==> config.mk <==
export PLATFORM = sky130hd
export DESIGN_NAME = intc_pc
export DESIGN_NICKNAME = d
export VERILOG_FILES = /design/src/rtl/intc_pkg.sv /design/src/rtl/intc_arbiter.sv /design/src/rtl/intc_pc.sv
export SDC_FILE = /design/constraint.sdc
export NUM_CORES = 1
export LEC_CHECK = 0
export ABC_CLOCK_PERIOD_IN_PS = 1100
export CORE_ASPECT_RATIO = 1.2
export CORE_MARGIN = 10
export CORE_UTILIZATION = 31
export CTS_CLUSTER_SIZE = 20
export DETAILED_ROUTE_END_ITERATION = 16
export GPL_TIMING_DRIVEN = 0
export PLACE_DENSITY = 0.75
export SLEW_MARGIN = 15
export SYNTH_ARGS = -nofsm -noshare
export SYNTH_HDL_FRONTEND = slang
export SYNTH_SLANG_ARGS = --single-unit
==> constraint.sdc <==
create_clock -name clk -period 1.1 [get_ports clk]
set_input_delay 0.11 -clock clk [delete_from_list [all_inputs] [get_ports clk]]
set_output_delay 0.11 -clock clk [all_outputs]
set_load 0.05 [all_outputs]
==> src/rtl/intc_pkg.sv <==
// Shared definitions for the intc_pc interrupt controller.
// Contents: register word offsets, FSM state encoding, CTRL bit positions.
package intc_pkg;

  // Register word offsets on the A bus
  localparam logic [1:0] INTC_PEND = 2'd0;
  localparam logic [1:0] INTC_MASK = 2'd1;
  localparam logic [1:0] INTC_VEC  = 2'd2;
  localparam logic [1:0] INTC_CTRL = 2'd3;

  // CTRL register: global enable bit
  localparam int unsigned CTRL_GEN_BIT = 0;

  // Request FSM states
  typedef enum logic [1:0] {
    IDLE   = 2'd0,
    ASSERT = 2'd1,
    CLEAR  = 2'd2
  } intc_state_e;

endpackage

==> src/rtl/intc_arbiter.sv <==
// Combinational arbiter for intc_pc.
// Build option: INTC_RR_EN defined selects round-robin (search starts at
// ptr+1, wrapping); undefined selects fixed priority (lowest index wins).
// Ports:
//   req        in  N_CH  candidate requests
//   ptr        in  ID_W  last-served channel (round-robin only)
//   gnt_valid  out 1     any request present
//   gnt_id     out ID_W  winning channel
module intc_arbiter #(
  parameter int unsigned N_CH = 4,
  parameter int unsigned ID_W = (N_CH > 1) ? $clog2(N_CH) : 1
) (
  input  logic [N_CH-1:0] req,
  input  logic [ID_W-1:0] ptr,
  output logic            gnt_valid,
  output logic [ID_W-1:0] gnt_id
);

  assign gnt_valid = |req;

`ifdef INTC_RR_EN
  int unsigned       start;
  int unsigned       off;
  logic [2*N_CH-1:0] dbl;

  // Rotate requests so ptr+1 lands at bit 0, priority-encode, rotate back
  always_comb begin
    start = (32'(ptr) + 32'd1) % N_CH;
    dbl   = {req, req} >> start;
    off   = 32'd0;
    for (int i = int'(N_CH) - 1; i >= 0; i--) begin
      if (dbl[i]) off = unsigned'(i);
    end
    gnt_id = ID_W'((start + off) % N_CH);
  end
`else
  logic unused_ptr;
  assign unused_ptr = ^ptr;

  // Fixed priority: lowest set index wins
  always_comb begin
    gnt_id = '0;
    for (int i = int'(N_CH) - 1; i >= 0; i--) begin
      if (req[i]) gnt_id = ID_W'(i);
    end
  end
`endif

endmodule

==> src/rtl/intc_pc.sv <==
// Parametrised memory-mapped interrupt controller.
// Edge-detects Done inputs into pending bits, masks them, arbitrates and
// raises a registered irq with a stable vector until acknowledged by iack.
// Build option: INTC_RR_EN selects round-robin arbitration (see intc_arbiter).
// Ports:
//   clk   in  1     system clock
//   rst   in  1     asynchronous active-low reset
//   A     in  2     register select (PENDING, MASK, VECTOR, CTRL)
//   WE    in  1     register write enable
//   WD    in  32    write data
//   RD    out 32    read data, combinational from A
//   Done  in  N_CH  channel completion inputs
//   iack  in  1     interrupt acknowledge pulse
//   irq   out 1     interrupt request, registered
//   addr  out ID_W  id of signalled channel, registered
module intc_pc
  import intc_pkg::*;
#(
  parameter int unsigned N_CH = 4,
  parameter int unsigned ID_W = (N_CH > 1) ? $clog2(N_CH) : 1
) (
  input  logic            clk,
  input  logic            rst,
  input  logic [1:0]      A,
  input  logic            WE,
  input  logic [31:0]     WD,
  output logic [31:0]     RD,
  input  logic [N_CH-1:0] Done,
  input  logic            iack,
  output logic            irq,
  output logic [ID_W-1:0] addr
);

  logic [N_CH-1:0] done_q;
  logic [N_CH-1:0] pending;
  logic [N_CH-1:0] mask;
  logic            gen;
  logic [N_CH-1:0] set;
  logic [N_CH-1:0] w1c;
  logic [N_CH-1:0] clr_ack;
  logic [N_CH-1:0] cand;
  logic            gnt_valid;
  logic [ID_W-1:0] gnt_id;
  logic [ID_W-1:0] ptr;
  logic [ID_W-1:0] ptr_nxt;
  logic            irq_nxt;
  logic [ID_W-1:0] addr_nxt;
  intc_state_e     state;
  intc_state_e     state_nxt;

  logic unused_wd;
  assign unused_wd = ^WD;

  // Rising-edge detect, W1C strobes and candidate set
  always_comb begin
    set  = Done & ~done_q;
    w1c  = (WE && (A == INTC_PEND)) ? WD[N_CH-1:0] : '0;
    cand = gen ? (pending & mask) : '0;
  end

  intc_arbiter #(
    .N_CH (N_CH),
    .ID_W (ID_W)
  ) u_arb (
    .req       (cand),
    .ptr       (ptr),
    .gnt_valid (gnt_valid),
    .gnt_id    (gnt_id)
  );

  // Pending, mask and control registers; a new edge beats any clear
  always_ff @(posedge clk or negedge rst) begin
    if (!rst) begin
      done_q  <= '0;
      pending <= '0;
      mask    <= '0;
      gen     <= 1'b0;
    end else begin
      done_q  <= Done;
      pending <= (pending & ~(w1c | clr_ack)) | set;
      if (WE && (A == INTC_MASK)) mask <= WD[N_CH-1:0];
      if (WE && (A == INTC_CTRL)) gen  <= WD[CTRL_GEN_BIT];
    end
  end

  // FSM state and registered outputs
  always_ff @(posedge clk or negedge rst) begin
    if (!rst) begin
      state <= IDLE;
      irq   <= 1'b0;
      addr  <= '0;
      ptr   <= ID_W'(N_CH - 1);
    end else begin
      state <= state_nxt;
      irq   <= irq_nxt;
      addr  <= addr_nxt;
      ptr   <= ptr_nxt;
    end
  end

  // Next-state: grant in IDLE, hold in ASSERT, retire in CLEAR
  always_comb begin
    state_nxt = state;
    irq_nxt   = irq;
    addr_nxt  = addr;
    ptr_nxt   = ptr;
    clr_ack   = '0;
    case (state)
      IDLE: begin
        if (gnt_valid) begin
          irq_nxt   = 1'b1;
          addr_nxt  = gnt_id;
          state_nxt = ASSERT;
        end
      end
      ASSERT: begin
        if (iack) state_nxt = CLEAR;
      end
      CLEAR: begin
        clr_ack   = N_CH'(1) << addr;
        irq_nxt   = 1'b0;
        ptr_nxt   = addr;
        state_nxt = IDLE;
      end
      default: begin
        irq_nxt   = 1'b0;
        state_nxt = IDLE;
      end
    endcase
  end

  // Register read mux
  always_comb begin
    RD = '0;
    case (A)
      INTC_PEND: RD = 32'(pending);
      INTC_MASK: RD = 32'(mask);
      INTC_VEC:  RD = {irq, 23'b0, 8'(addr)};
      INTC_CTRL: RD = {31'b0, gen};
      default:   RD = '0;
    endcase
  end

endmodule

After elaboration in Yosys (flattened, before gate mapping)
Index checks and enable logic that the tools add are counted.
Operators by class
  equality and inequality tests: 7
  shifts and indexed selects: 1
  multiplexer cells: 13
  bitwise gates (word level): 8
  reduce and logical (&&, ||, !) cells: 9
Operators by type and width (number)
  $pmux W32 S4: 1
  $and A4 B4 Y4: 3
  $mux W2: 6
  $mux W4: 3
  $not A4 Y4: 2
  $or A4 B4 Y4: 2
  $eq A2 B2 Y1 const B: 3
  $reduce_and A2 Y1: 3
  $eq A2 B1 Y1 const B: 2
  $logic_not A2 Y1: 2
  $ne A2 B2 Y1 const B: 2
  $pmux W2 S2: 1
  $reduce_or A4 Y1: 1
  $shl A1 B2 Y4 const A: 1
  $logic_and A1 B1 Y1: 3
  $pmux W1 S2: 1
  $mux W1: 1
  $not A1 Y1: 1
Storage, ports and cells
  register bits: 18
  input port bits: 42

Logic depth before layout (Yosys ltp)
Gate-level depths: netlist (run 1).
  depth after elaboration: 7
  depth in mapped cells: 5

Hierarchy
From an unflattened synthesis (run 1), not the netlist that was laid out.
Unflattened totals
  cell total of the unflattened synthesis: 108
  area, all modules: 1202.4 µm²
By module, submodules not included
  intc_pc: times used 1, cells an instance 101, area each 1167.4 µm², seq. area each 503.0 µm²
  intc_arbiter: times used 1, cells an instance 7, area each 35.0 µm², seq. area each 0.0 µm²

Least setup slack after synthesis (run 1)
No wires, ideal clock.
  path type: register to output
  start: reg irq
  end: out RD[31]
  arrival: 1877 ps
  path slack: -887 ps
  cell stages (with the launch flop): 3
  cells stage by stage: dfrtp_1 > inv_1 > nor3b_1
Between the ends
  word-level cells in the longest chain between the ends: 1
RTL lines
  start: declaration: RTL line intc_pc.sv:30  | output logic irq,
  start signal: assignment: RTL line intc_pc.sv:95  | irq <= irq_nxt;
  $pmux W32 S4: RTL line intc_pc.sv:135  | case (A)
  end: declaration: RTL line intc_pc.sv:27  | output logic [31:0] RD,
No other way between the ends. The select of a mux whose other input is x is not followed.

Final worst setup path (run 1)
  start: reg addr[0]
  end: out RD[0]
Between the ends
  word-level cells in the longest chain between the ends: 1
RTL lines
  start: declaration: RTL line intc_pc.sv:31  | output logic [ID_W-1:0] addr
  start signal: assignment: RTL line intc_pc.sv:96  | addr <= addr_nxt;
  $pmux W32 S4: RTL line intc_pc.sv:135
No other way between the ends. The select of a mux whose other input is x is not followed.

==> results of run 1 <==
path summary, 6_finish.rpt:
| kind | startpoint | end | slack [ps] | depth (start not counted) |
|---|---|---|---|---|
| worst max-delay path | addr[0] | RD[0] | -350 | 2 |
| worst min-delay path | Done[2] | done_q[2] | 310 | 1 |
| worst max register to register | gen | addr[0] | -190 | 5 |
| worst min register to register | done_q[3] | pending[3] | 410 | 1 |
| max in group asynchronous | rst | addr[0] | 220 | 1 |
| min in group asynchronous | rst | pending[0] | 320 | 1 |
Yosys cell counts:
library cell  number
nor3b_4            2
mux4_2             1
nand2_1           12
mux2i_1            3
o21ai_2            1
mux2_2             5
nand3b_1           1
and2b_1            1
o21ai_0            7
nand3b_4           1
o211ai_1           1
buf_4             28
nand3_1            2
inv_1              7
nor2_1             4
dfrtp_1           18
buf_2              1
conb_1             1
nand2b_1           1
nor3b_1            1
mux2_4             1
a32oi_1            2
a22oi_1            1
a21oi_1            3
state kept, by name, summed over array words and instances (netlist names):
register,flops
done_q,4
pending,4
mask,4
gen,1
state,2
irq,1
addr,2
routing by layer:
layer,up-vias,part of all wire [%],track usage (%)
met5,-,0,0
met4,0,2.3,4.58
met3,5,13,5.30
met2,34,50,13.0
met1,353,35,8.29
li1,414,-,-
worst register-to-register path, delay by kind of cell, from the launching register on:
family	cells	cell delay (ps)
DFF	1	400
AOI/OAI and AO/OA	1	90
buffers and inverters	2	220
muxes	1	320
and+or+nand+nor	1	150
power groups by stage:
stage	sequential, mW	clock [mW]	combinational, mW
after detailed placement	1.03	0	1.34
after global routing	0.996	0.603	1.95
after global placement	1.02	0	1.32
after CTS	0.995	0.568	1.55
final	0.977	0.550	1.83
after floorplan	1.18	0	0.831
timing repair:
item	CTS	global route
cloned	0	0
endpoints found under the setup margin	12	15
setup buffers	7	3
pin swaps	8	5
resized for setup	61	18
cells in the final DEF, fill, tap and decap left out, drive strengths merged:
| master | instances |
|---|---|
| a21oi | 3 |
| conb | 27 |
| and2b | 1 |
| nand3 | 2 |
| clkbuf | 4 |
| o211ai | 1 |
| a32oi | 2 |
| mux2 | 6 |
| buf | 47 |
| dfrtp | 18 |
| nor2 | 4 |
| nor3b | 3 |
| nand3b | 2 |
| clkdlybuf4s50 | 11 |
| nand2b | 1 |
| a22oi | 1 |
| nand2 | 12 |
| inv | 7 |
| mux2i | 3 |
| mux4 | 1 |
| o21ai | 8 |
metrics by stage:
stage	total power, mW	instances	area [um2]	worst slack (ps)	setup TNS (ps)
CTS	3.11	198	1540	-352	-955
floorplan	2.01	131	1190	-183	-356
global placement	2.34	187	1430	-630	-4960
finish	3.35	201	1620	-349	-1470
global route	3.55	201	1620	-367	-2220
detailed placement	2.37	187	1430	-637	-5600
layout make-up:
cell class	instances	area share [%]
Buffer	29	13.3
Clock buffer	4	3.41
Inverter	7	1.63
Multi-Input combinational cell	77	32.4
Sequential cell	18	28.1
Tap cell	37	2.86
Timing Repair Buffer	29	18.3
logic make-up after synthesis:
logic type	after synthesis
AND/OR/NAND/NOR	25
multiplexers	10
other	1
AO/OA/AOI/OAI	15
buffers and inverters	36
flip-flops	18
==> summary.md, run 1 <==
| Metric | Value |
|---|---|
| Outcome | `finished, violations left` |
| Failing checks | `negative setup slack` |
| First-pass GRT wire length | `4050 um` |
| Part of the power in registers | `just under 30%` |
| Die area | `between 0.006 and 0.007 mm2` |
| Multiplexer share of the synthesized area | `a little under an eighth` |
| # nets final | `between 200 and 250` |
| Io pins | `between 70 and 80` |
| Critical Path AT | `around 1300 ps` |
| VDD IR-drop max | `about 1.9 mV` |
| Post-Syn Area | `approximately 0.0011 mm2` |
| Cell taking the most area after synthesis | `dfrtp_1` |
| Final critical-path required period | `between 1000 and 1500 ps` |
| FF/Latch Area | `approximately 450 um2` |
| Cell family with most CP delay | `multiplexers` |
| Relative slew slack | `45.4%` |
| Fmax | `690 MHz` |
| Switching share of power | `42.1%` |
| Post-CTS Hold Fix Bufs | `0` |
| Clk Latency, worst-skew pair | `about 260 ps` |
| Slowest stage cell, crit path | `mux4_2` |
| Wirelength per Cell | `about 13 um` |
| Post-synthesis cell type count | `24` |
| Final hold vios | `0` |
| Largest net degree at the start of global routing | `19` |
| Clock skew | `around 2.5 ps` |
| Share of cells above drive strength 1 | `47.6%` |
| Critical path launch point type | `flop` |
| Post-Syn Instances | `105` |
| CP required | `between 900 and 1000 ps` |
| Layout overhead on the synthesized area | `51.5%` |
| Post-synthesis compound-gate area fraction | `8.56%` |
| GPL Wtd Cong | `around 0.8` |
| Unrepaired setup endpoints after global routing | `yes` |
| Min Hold Slack | `308 ps` |
| DP HPWL | `roughly 2000 um` |
| Synth top area cells | `dfrtp_1 42%, buf_4 20%, mux2_2 5.3%` |
| PortBufs | `19` |
| Die Width | `roughly 74 um` |
| Synth Register Bits | `18` |
| Worst hold path class | `in -> reg` |
| Longest Clk Path Bufs | `2` |
| Int Power | `1.94 mW` |
| Max cap viols | `0` |
| Pwr per Cell Area | `2070 mW/mm2` |
| Max incr delay on CP | `approximately 490 ps` |
| Post-synthesis xor/xnor area fraction | `0%` |
| Post-Synth Adder-Cell Area | `0%` |
| Cell row count | `23` |
| Slew @ Worst Pin | `between 800 and 900 ps` |
| Lkg Pwr | `0.833 nW` |
| Area share of the largest cell type after synthesis | `a little over two fifths` |
| Critical path class | `reg -> out` |
| Worst Setup End Kind | `output pin` |
| Die Ht | `84.3 um` |
| Drt drc | `0` |
| Post-Synth Simple-Gate Area | `between 10% and 20%` |
| Starting DRT DRC Count | `8` |
| Max-slew violation count | `0` |
| Final setup fails | `14` |
| Grt ovf | `0` |
| Initial antenna violation count | `0` |
| Critical path buffers and inverters | `1` |
| Clock transition at path regs | `roughly 60 ps` |
| Via Count | `806` |
| CTS tree | `yes` |
| Fillers | `about 320` |
| DRT antenna net count | `0` |
| Yosys Warn Count | `0` |
| Area of the core | `around 0.0033 mm2` |
| Vias per cell | `approximately 4` |
| Sw power | `between 1 and 1.5 mW` |
| Largest fanout on the critical path | `2` |
| Fin worst setup slack | `-349 ps` |
| First-pass DRT Iterations | `4` |
| TritonCTS buffer count | `3` |
| Clk pwr share | `between 10% and 20%` |
| Multi-input gate area | `524 um2` |
| Main combinational cell family by area after synthesis | `buffers and inverters` |
| Clk sinks | `18` |
| Tot GR Track Use | `roughly 8.4%` |
| Final WL | `~2600 um` |
| Final period util | `132%` |
| Syn avg cell area | `10.2 um2` |
| CP cell instances | `mux4_2 -> buf_8` |
| Vias in the first global route | `approximately 880` |
| Comb pwr share | `between 50% and 60%` |
| Layout Utilization | `48.4%` |
| Post-synthesis sequential area ratio | `42.2%` |
| H-Tree Level Count | `1` |
| CTS root buffer | `clkbuf_8` |
| Diode count | `0` |
| Initial core utilization | `around a third` |
Power figures use the tool's default switching activity.
==> inputs of run 2 (changes only) <==
SKIP_CTS_REPAIR_TIMING = 1   (was default)
==> summary.md, run 2 (synthesis results as in run 1) <==
| Metric | Value |
|---|---|
| Post-DP Area | `0.00143 mm2 (unchanged)` |
| Layout Utilization | `46.8% (-1.6 points)` |
| DRT antenna net count | `0 (unchanged)` |
| Vias in the first global route | `827 (-5.5%)` |
| Io pins | `77 (unchanged)` |
| Final period util | `131% (-0.20 points)` |
| CTS tree | `yes` |
| Fillers | `323 (+0.31%)` |
| Share of cells above drive strength 1 | `47.5% (-0.061 points)` |
| Critical path launch point type | `flop` |
| First-pass GRT wire length | `3820 um (-5.6%)` |
| Initial antenna violation count | `0 (unchanged)` |
| VDD IR-drop max | `1.50 mV (-21%)` |
| Dpl ws | `-637 ps (unchanged)` |
| Most frequent cells in the layout | `34 x buf_4, 27 x conb_1, 14 x dfrtp_1, 10 x clkdlybuf4s50_1, 9 x nand2_1` |
| Initial core utilization | `32.0% (unchanged)` |
| Clk Latency, worst-skew pair | `260 ps (about the same)` |
| TritonCTS buffer count | `3 (unchanged)` |
| DP HPWL | `1960 um (unchanged)` |
| Clock skew | `1.15 ps (-1.31 ps)` |
| Area of the core | `0.00334 mm2 (unchanged)` |
| Outcome | `finished, violations left` |
| Clock transition at path regs | `70 ps (about the same)` |
| Lkg Pwr | `0.808 nW (-2.9%)` |
| Largest net degree at the start of global routing | `19 (unchanged)` |
| First-pass DRT Iterations | `3 (-1)` |
| CTS root buffer | `clkbuf_8` |
| GPL Wtd Cong | `0.798 (unchanged)` |
| Relative slew slack | `47.2% (+1.8 points)` |
| Critical path class | `reg -> out` |
| Die Ht | `84.3 um (unchanged)` |
| Fmax | `691 MHz (+0.15%)` |
| Clk sinks | `18 (unchanged)` |
| Commonest non-fill, non-tap cell in the layout | `buf_4` |
| Pwr per Cell Area | `2040 mW/mm2 (-1.8%)` |
| Drt drc | `0 (unchanged)` |
| Longest Clk Path Bufs | `2 (unchanged)` |
| Starting DRT DRC Count | `17 (+9)` |
| Max cap viols | `0 (unchanged)` |
| Worst hold path class | `in -> reg` |
| Cell row count | `23 (unchanged)` |
| Tot GR Track Use | `7.92% (-0.44 points)` |
| Final hold vios | `0 (unchanged)` |
| Largest fanout on the critical path | `4 (+2)` |
| Cell area after layout | `0.00156 mm2 (-3.3%)` |
| Layout overhead on the synthesized area | `46.4%` |
| Grt ovf | `0 (unchanged)` |
| Final setup fails | `8 (-6)` |
| Wirelength per Cell | `12.7 um (+0.15%)` |
| Failing checks | `negative setup slack` |
| PortBufs | `19 (unchanged)` |
| Setup TNS | `-803 ps (+663 ps)` |
| Fin worst setup slack | `-346 ps (+2.23 ps)` |
| Pwr Total | `3.18 mW (-5.1%)` |
| Final critical-path required period | `1450 ps (-2.23 ps)` |
| Slowest stage cell, crit path | `mux4_2` |
| CP cell instances | `mux4_2 -> buf_6` |
| Unrepaired setup endpoints after global routing | `yes` |
| Biggest regs | `done_q x4, mask x4, pending x4` |
| Max-slew violation count | `0 (unchanged)` |
| FF-to-FF setup slack | `-110 ps (+80 ps)` |
| Critical Path AT | `1340 ps (about the same)` |
| Die area | `0.00620 mm2 (unchanged)` |
| # nets final | `203 (-1.9%)` |
| Die Width | `73.6 um (unchanged)` |
| Diode count | `0 (unchanged)` |
| Vias per cell | `4.10 (+2.2%)` |
| Via Count | `807 (+0.12%)` |
| Worst Setup End Kind | `output pin` |
| Max incr delay on CP | `490 ps (about the same)` |
| Min Hold Slack | `297 ps (-10.9 ps)` |
| Slew @ Worst Pin | `790 ps (-26.8 ps)` |
| CP required | `990 ps (about the same)` |
| H-Tree Level Count | `1 (unchanged)` |
| Final WL | `2510 um (-1.8%)` |
| Layout Cells excl Fill | `197 (-2.0%)` |
| Cell total after placement | `187 (unchanged)` |
==> run 2: cell count changes in the layout (fill, tap and decap cells not counted), moves of 2 or more <==
cell | previous run | this run
buf_6 | 10 | 6
buf_8 | 2 | 0
clkbuf_2 | 0 | 2
nand2_1 | 11 | 9
nand2_2 | 1 | 3
==> run 2: critical path, delay by kind of cell (launching register included) <==
kind	cells	cell delay (ps)
flops	1	410
mux	1	490
buf+inv	1	170
==> run 2: area by class of cell <==
class | instances | area (um2) | area share, %
Multi-Input combinational cell | 77 | 529 | 33.9
Sequential cell | 18 | 455 | 29.1
Timing Repair Buffer | 25 | 235 | 15.1
Buffer | 29 | 215 | 13.8
Clock buffer | 4 | 55.1 | 3.52
Tap cell | 37 | 46.3 | 2.96
Inverter | 7 | 26.3 | 1.68
==> run 2: power by group <==
part	internal, mW	switching, mW	total, mW
clock network	0.319	0.232	0.551
registers	0.838	0.192	1.03
logic	0.641	0.961	1.60
==> run 2: metal layers <==
metal / vias to the layer above / wire length (um) / global-route usage (%)
li1: 406 / - / -
met1: 364 / 869 / 7.67
met2: 32 / 1270 / 12.3
met3: 5 / 309 / 5.18
met4: 0 / 58 / 4.58
met5: - / 0 / 0
==> run 2: worst paths after layout <==
path,from,end,cells after the start
worst max-delay path,gen,RD[0],2
worst min-delay path,WE,gen,3
worst max register to register,pending[3],addr[0],4
worst min register to register,done_q[3],pending[3],1
max in group asynchronous,rst,addr[0],1
min in group asynchronous,rst,done_q[0],1
